$ cat config.mk
export PLATFORM = sky130hd
export DESIGN_NAME = alarm_zone_ctrl_flat
export DESIGN_NICKNAME = d
export VERILOG_FILES = /design/src/rtl/alarm_pkg.sv /design/src/rtl/alarm_zone_ctrl_if.sv /design/src/rtl/alarm_delay_counter.sv /design/src/rtl/alarm_zone_ctrl.sv /design/src/flat_wrapper.sv
export SDC_FILE = /design/constraint.sdc
export NUM_CORES = 1
export LEC_CHECK = 0
export CORE_MARGIN = 2
export CORE_UTILIZATION = 49
export DETAILED_ROUTE_END_ITERATION = 8
export GPL_TIMING_DRIVEN = 0
export PLACE_DENSITY_LB_ADDON = 0.15
export SLEW_MARGIN = 10
export SYNTH_ARGS = -nofsm -noshare
export SYNTH_HDL_FRONTEND = slang
export SYNTH_HIERARCHICAL = 1
export SYNTH_SLANG_ARGS = --single-unit
$ cat constraint.sdc
create_clock -name clk -period 2.9 [get_ports clk]
set_clock_uncertainty 0.15 [all_clocks]
set_input_delay 0.58 -clock clk [delete_from_list [all_inputs] [get_ports clk]]
set_output_delay 0.58 -clock clk [all_outputs]
set_load 0.005 [all_outputs]
$ cat src/rtl/alarm_pkg.sv
// Shared constants for the multi-zone alarm supervisor: state codes,
// keypad verdict codes and the bit layout of the status word.
package alarm_pkg;

    // FSM state codes as seen on state_out
    localparam logic [2:0] ST_DISARMED = 3'd0;
    localparam logic [2:0] ST_EXIT     = 3'd1;
    localparam logic [2:0] ST_ARMED    = 3'd2;
    localparam logic [2:0] ST_ENTRY    = 3'd3;
    localparam logic [2:0] ST_ALARM    = 3'd4;

    // Keypad verdict codes delivered with key_valid
    localparam logic [1:0] KEY_OK     = 2'd0;
    localparam logic [1:0] KEY_OKNEG  = 2'd1;
    localparam logic [1:0] KEY_ERROR  = 2'd2;
    localparam logic [1:0] KEY_NO_KEY = 2'd3;

    // status_msg = {trip_latch, siren_out, armed_flag}
    localparam int MSG_ARMED_BIT = 0;
    localparam int MSG_SIREN_BIT = 1;
    localparam int MSG_TRIP_LSB  = 2;

endpackage

$ cat src/rtl/alarm_zone_ctrl_if.sv
// Bundle of keypad, sensor, configuration and status signals between the
// alarm supervisor (slave) and its surroundings (master).
interface alarm_zone_ctrl_if #(
    parameter int N_ZONES = 4
);
    logic [N_ZONES-1:0] sensor_in;
    logic [N_ZONES-1:0] zone_delayed;
    logic [N_ZONES-1:0] zone_bypass;
    logic               key_valid;
    logic [1:0]         key_status;
    logic [2:0]         state_out;
    logic               siren_out;
    logic [N_ZONES-1:0] trip_latch;
    logic [N_ZONES+1:0] status_msg;

    modport master (
        output sensor_in, zone_delayed, zone_bypass, key_valid, key_status,
        input  state_out, siren_out, trip_latch, status_msg
    );

    modport slave (
        input  sensor_in, zone_delayed, zone_bypass, key_valid, key_status,
        output state_out, siren_out, trip_latch, status_msg
    );
endinterface

$ cat src/rtl/alarm_delay_counter.sv
// Loadable down-counter shared by the exit, entry and siren timers.
// expire flags the last counted cycle (count of 1 while enabled).
module alarm_delay_counter #(
    parameter int CNT_W = 18
) (
    input  logic             clk,
    input  logic             rst,
    input  logic             load,
    input  logic [CNT_W-1:0] val,
    input  logic             en,
    output logic             expire
);
    logic [CNT_W-1:0] cnt_reg;

    // Load wins over counting; the count parks at zero once spent
    always_ff @(posedge clk or posedge rst) begin
        if (rst) begin
            cnt_reg <= '0;
        end else if (load) begin
            cnt_reg <= val;
        end else if (en && (cnt_reg != '0)) begin
            cnt_reg <= cnt_reg - CNT_W'(1);
        end
    end

    assign expire = en && (cnt_reg == CNT_W'(1));
endmodule

$ cat src/rtl/alarm_zone_ctrl.sv
// Multi-zone alarm supervisor: arms/disarms on keypad verdicts, watches
// synchronised zone sensors and drives a siren with automatic cut-off.
module alarm_zone_ctrl
    import alarm_pkg::*;
#(
    parameter int N_ZONES   = 4,
    parameter int CNT_W     = 18,
    parameter int EXIT_DLY  = 15000,
    parameter int ENTRY_DLY = 15000,
    parameter int SIREN_MAX = 60000
) (
    input logic              clk,
    input logic              rst,
    alarm_zone_ctrl_if.slave bus
);
    logic [N_ZONES-1:0] sync1_reg, sync2_reg;
    logic [N_ZONES-1:0] active, newly;
    logic [N_ZONES-1:0] trip_reg, trip_next;
    logic               inst, dly;
    logic [2:0]         state_reg, state_next;
    logic               siren_reg, siren_next;
    logic               cnt_load, cnt_en, cnt_expire;
    logic [CNT_W-1:0]   cnt_val;
    logic               key_ok, key_okneg, key_err;

    // Two-flop synchroniser for the asynchronous zone sensors
    always_ff @(posedge clk or posedge rst) begin
        if (rst) begin
            sync1_reg <= '0;
            sync2_reg <= '0;
        end else begin
            sync1_reg <= bus.sensor_in;
            sync2_reg <= sync1_reg;
        end
    end

    assign active    = sync2_reg & ~bus.zone_bypass;
    assign inst      = |(active & ~bus.zone_delayed);
    assign dly       = |(active & bus.zone_delayed);
    assign newly     = active & ~trip_reg;
    assign key_ok    = bus.key_valid && (bus.key_status == KEY_OK);
    assign key_okneg = bus.key_valid && (bus.key_status == KEY_OKNEG);
    assign key_err   = bus.key_valid && (bus.key_status == KEY_ERROR);

    // The siren only counts down while sounding; exit/entry always count
    assign cnt_en = (state_reg == ST_EXIT) || (state_reg == ST_ENTRY) ||
                    ((state_reg == ST_ALARM) && siren_reg);

    alarm_delay_counter #(.CNT_W(CNT_W)) u_timer (
        .clk    (clk),
        .rst    (rst),
        .load   (cnt_load),
        .val    (cnt_val),
        .en     (cnt_en),
        .expire (cnt_expire)
    );

    // Next-state decision; a key that acts in the current state beats
    // sensors and timer expiry, keys with no meaning there are ignored
    always_comb begin
        state_next = state_reg;
        siren_next = siren_reg;
        trip_next  = trip_reg;
        cnt_load   = 1'b0;
        cnt_val    = '0;
        if ((state_reg == ST_ARMED) || (state_reg == ST_ENTRY) ||
            (state_reg == ST_ALARM)) begin
            trip_next = trip_reg | active;
        end
        case (state_reg)
            ST_DISARMED: begin
                if (key_ok) begin
                    state_next = ST_EXIT;
                    cnt_load   = 1'b1;
                    cnt_val    = CNT_W'(EXIT_DLY);
                    trip_next  = '0;
                end
            end
            ST_EXIT: begin
                if (key_okneg) begin
                    state_next = ST_DISARMED;
                end else if (key_err) begin
                    state_next = ST_ALARM;
                end else if (cnt_expire) begin
                    state_next = ST_ARMED;
                end
            end
            ST_ARMED: begin
                if (key_okneg) begin
                    state_next = ST_DISARMED;
                end else if (key_err || inst) begin
                    state_next = ST_ALARM;
                end else if (dly) begin
                    state_next = ST_ENTRY;
                    cnt_load   = 1'b1;
                    cnt_val    = CNT_W'(ENTRY_DLY);
                end
            end
            ST_ENTRY: begin
                if (key_ok) begin
                    state_next = ST_DISARMED;
                end else if (inst || cnt_expire) begin
                    state_next = ST_ALARM;
                end
            end
            ST_ALARM: begin
                if (key_ok) begin
                    state_next = ST_DISARMED;
                end else if (newly != '0) begin
                    cnt_load   = 1'b1;
                    cnt_val    = CNT_W'(SIREN_MAX);
                    siren_next = 1'b1;
                end else if (cnt_expire) begin
                    siren_next = 1'b0;
                end
            end
            default: begin
                state_next = ST_DISARMED;
            end
        endcase
        // Any entry into ALARM starts a fresh siren period
        if ((state_next == ST_ALARM) && (state_reg != ST_ALARM)) begin
            cnt_load   = 1'b1;
            cnt_val    = CNT_W'(SIREN_MAX);
            siren_next = 1'b1;
        end
        if (state_next != ST_ALARM) begin
            siren_next = 1'b0;
        end
    end

    // State, siren and trip memory registers
    always_ff @(posedge clk or posedge rst) begin
        if (rst) begin
            state_reg <= ST_DISARMED;
            siren_reg <= 1'b0;
            trip_reg  <= '0;
        end else begin
            state_reg <= state_next;
            siren_reg <= siren_next;
            trip_reg  <= trip_next;
        end
    end

    assign bus.state_out  = state_reg;
    assign bus.siren_out  = siren_reg;
    assign bus.trip_latch = trip_reg;
    assign bus.status_msg = {trip_reg, siren_reg, (state_reg != ST_DISARMED)};
endmodule

$ cat src/flat_wrapper.sv
// flat-port wrapper written by rule: the top's interface ports become plain ports
module alarm_zone_ctrl_flat import alarm_pkg::*;
#(
    parameter int N_ZONES   = 4,
    parameter int CNT_W     = 18,
    parameter int EXIT_DLY  = 15000,
    parameter int ENTRY_DLY = 15000,
    parameter int SIREN_MAX = 60000
)
  (clk, rst, bus_sensor_in, bus_zone_delayed, bus_zone_bypass, bus_key_valid, bus_key_status, bus_state_out, bus_siren_out, bus_trip_latch, bus_status_msg);
  alarm_zone_ctrl_if #(.N_ZONES(N_ZONES)) bus_i ();
  input logic clk;
  input logic rst;
  input wire logic [$bits(bus_i.sensor_in)-1:0] bus_sensor_in;
  input wire logic [$bits(bus_i.zone_delayed)-1:0] bus_zone_delayed;
  input wire logic [$bits(bus_i.zone_bypass)-1:0] bus_zone_bypass;
  input wire logic [$bits(bus_i.key_valid)-1:0] bus_key_valid;
  input wire logic [$bits(bus_i.key_status)-1:0] bus_key_status;
  output wire logic [$bits(bus_i.state_out)-1:0] bus_state_out;
  output wire logic [$bits(bus_i.siren_out)-1:0] bus_siren_out;
  output wire logic [$bits(bus_i.trip_latch)-1:0] bus_trip_latch;
  output wire logic [$bits(bus_i.status_msg)-1:0] bus_status_msg;
  assign bus_i.sensor_in = bus_sensor_in;
  assign bus_i.zone_delayed = bus_zone_delayed;
  assign bus_i.zone_bypass = bus_zone_bypass;
  assign bus_i.key_valid = bus_key_valid;
  assign bus_i.key_status = bus_key_status;
  assign bus_state_out = bus_i.state_out;
  assign bus_siren_out = bus_i.siren_out;
  assign bus_trip_latch = bus_i.trip_latch;
  assign bus_status_msg = bus_i.status_msg;
  alarm_zone_ctrl #(.N_ZONES(N_ZONES), .CNT_W(CNT_W), .EXIT_DLY(EXIT_DLY), .ENTRY_DLY(ENTRY_DLY), .SIREN_MAX(SIREN_MAX)) u_core (.clk(clk), .rst(rst), .bus(bus_i));
endmodule
==> flow_summary.json <==
{
  "hold_depth": 0,
  "hold-path-endpoint": "u_core/sync2_reg[2]",
  "violations": "negative setup slack",
  "synth_edf_count": 0,
  "numCtsBuffers": 5,
  "cts-root-buf": "clkbuf_8",
  "io_buffers": 30,
  "fin_crit_ns": 2.91,
  "clk_path_buf_depth": 2,
  "ys_seq_elements": 34,
  "fillers": 322,
  "antenna_left": 0,
  "cts_num_sinks": 34,
  "crit_chain": "clkdlybuf4s50_1 > nand2b_1 > o2111ai_2 > or4_4 > or2_1 > nand3_4 > buf_8 > buf_6 > o21ai_1 > a31oi_1 > nand2_1",
  "place_congestion": 0.861,
  "rr_worst_depth": 13,
  "finalHoldViolCount": 0,
  "final_common_cell": "dfrtp_1",
  "h-tree-depth": 2,
  "grt_overflow": 0,
  "synth_area_leader_cell": "dfrtp_1",
  "final_cells": 349,
  "routedWlPerCell_um": 17.1,
  "routed_wl_um": 5950,
  "synthCells": 235,
  "path_class": "in -> reg",
  "rsz0062_at_grt": "yes",
  "hold_class": "reg -> reg",
  "synthXorXnorAreaFrac_pct": 0.408,
  "drv_cap": 0,
  "fin_area_mm2": 0.00301,
  "io_pins": 31,
  "yosysUniqueCellTypes": 62,
  "crit_path_end_kind": "register",
  "post-place-ws_ns": -0.619,
  "drc_errors": 0,
  "avgViaCountPerCell": 6.17,
  "slowest_delay_ns": 0.53,
  "row_count": 24,
  "cts_tree": "built",
  "die_w_um": 70.2,
  "hold_buffers": 0,
  "startpoint_type": "input pin",
  "worst-path-buf-inv": 3,
  "mostFrequentLayoutCells": "dfrtp_1 (30), clkdlybuf4s50_1 (29), buf_4 (25)",
  "num_vias": 2155,
  "drv_slew": 0,
  "tightest_slew_ns": 0.736,
  "ys_async_sr_fraction_pct": 100,
  "placed_area_mm2": 0.00260,
  "nets": 315,
  "die-area_mm2": 0.00493,
  "fin_util_pct": 70.0,
  "slew_headroom_pct": 50.9,
  "crit_family": "simple AND/OR/NAND/NOR gates",
  "setup_slack_ns": -0.0112,
  "clk_pin_slew_ns": 0.07,
  "ys_seq_area_share_pct": 39.6,
  "die_h_um": 70.2,
  "reg2reg_from": "u_core/u_timer/cnt_reg[17]",
  "hpwl_um": 3590,
  "yosysWarnings": 6,
  "r2r_slack_ns": 0,
  "drive_above_1_share_pct": 27.6,
  "power.density_mw_per_mm2": 843,
  "synth_ff_type": "dfrtp_1",
  "leakage_nw": 1.23,
  "grt_pass1_wl_um": 9690,
  "ir_worst_vdd_uv": 539,
  "drtIter0Drc": 167,
  "cp.arrival_ns": 2.94,
  "largest_reg_flops": 18,
  "grt_pass1_vias": 2007,
  "required_ns": 2.93,
  "synth_top_area_share_pct": 39.6,
  "yosys.area_share.simple_pct": 33.0,
  "crit_slowest_cell": "or4_4",
  "clock.fmax_mhz": 343,
  "antenna_cells": 0,
  "syn_to_final_growth_pct": 40.0,
  "placed_cells": 323,
  "synth_area_per_cell_um2": 9.14,
  "synthMuxAreaShare_pct": 0,
  "setup_viol": 1,
  "crit_path_max_fanout": 6,
  "synth_top_family_by_area": "simple AND/OR/NAND/NOR gates",
  "grt_max_degree": 19,
  "antenna_found_initial": 0,
  "synthAdderAreaFrac_pct": 1.16,
  "grt_usage_pct": 24.4,
  "synth_area_leaders": "dfrtp_1 (40%), nor2_1 (3.7%), nand2_1 (3.3%)",
  "timing.final.crit_share_pct": 100,
  "clock_latency_ns": 0.29,
  "worstHoldStart": "u_core/sync1_reg[2]",
  "core_area_mm2": 0.00429,
  "start_util_pct": 50.0,
  "synth_area_mm2": 0.00215,
  "first_pass_iters": 5,
  "reg2reg_to": "u_core/u_timer/cnt_reg[5]",
  "synth_compound_area_share_pct": 20.6,
  "outcome": "complete, but fails checks"
}
[cell families (layout without fill, tap and decap cells)]
logic type / Yosys count / after routing
compound gates: 60 / 60
xor+xnor: 1 / 1
simple gates: 115 / 115
fa+ha+maj: 2 / 2
flops: 34 / 34
other cells: 1 / 7
buf+inv: 22 / 78
[Yosys cell counts (all sizes together), types with 3 or more instances]
master and count:
o21ai 7, nor4 3, o311ai 6, o21a 5
o2111ai 3, or4b 4, inv 8, nand3b 4
nand2b 8, nor2 21, o31ai 3, a21oi 5
a2bb2oi 4, or3b 5, a21boi 4, buf 7
nand4 5, nand3 8, o211ai 3, o41ai 3
nor3 7, or3 7, clkbuf 7, nand2 20
or4 5, or2 5, a31oi 8, and3 3
dfrtp 34
[layout make-up]
cell class,instances,area [um2],area share [%]
Timing Repair Buffer,49,445,14.8
Inverter,8,30.0,0.998
Clock inverter,2,60.1,2.00
Clock buffer,6,82.6,2.75
Tap cell,52,65.1,2.16
Multi-Input combinational cell,185,1360,45.1
Sequential cell,34,856,28.5
Buffer,13,113,3.74
[per-stage QoR]
step / hold slack, ns / setup TNS, ns / power (mW)
final: 0.201 / -0.0112 / 2.53
after global placement: 0.182 / -9.13 / 1.73
after global routing: 0.220 / -0.581 / 2.67
after detailed placement: 0.188 / -9.35 / 1.75
after floorplan: 0.181 / 0 / 1.43
after CTS: 0.205 / -0.206 / 2.41
[worst max-delay path by stage]
stage / start / to / slack [ns] / depth (start not counted)
global placement: bus_key_status[0] / u_core/u_timer/cnt_reg[15] / -0.62 / 10
global route: bus_zone_bypass[2] / u_core/u_timer/cnt_reg[5] / -0.12 / 11
finish: bus_zone_bypass[2] / u_core/u_timer/cnt_reg[5] / -0.01 / 11
floorplan: u_core/bus.state_out[0] / u_core/u_timer/cnt_reg[9] / 0.05 / 14
CTS: u_core/bus.state_out[0] / u_core/u_timer/cnt_reg[13] / -0.04 / 14
detailed placement: bus_key_status[0] / u_core/u_timer/cnt_reg[14] / -0.62 / 10
[power by group]
group	switching [mW]	total (mW)	internal (mW)
Sequential	0.271	0.914	0.644
Combinational	0.494	1.08	0.581
Clock	0.178	0.545	0.367
[what timing repair did]
action                                  in CTS  in global routing
setup buffers                               10                  9
endpoints found under the setup margin      18                 18
pin swaps                                   10                 11
gates resized for setup                     21                 21
gates cloned                                 0                  0
[metal layers]
layer / up-vias / routed length, um / GRT usage, %
li1: 1004 / - / -
met1: 1043 / 2500 / 33.9
met2: 102 / 3010 / 39.6
met3: 6 / 409 / 4.18
met4: 0 / 38 / 6.62
met5: - / 0 / 0
Note: power is estimated with default switching activity, not from simulation.
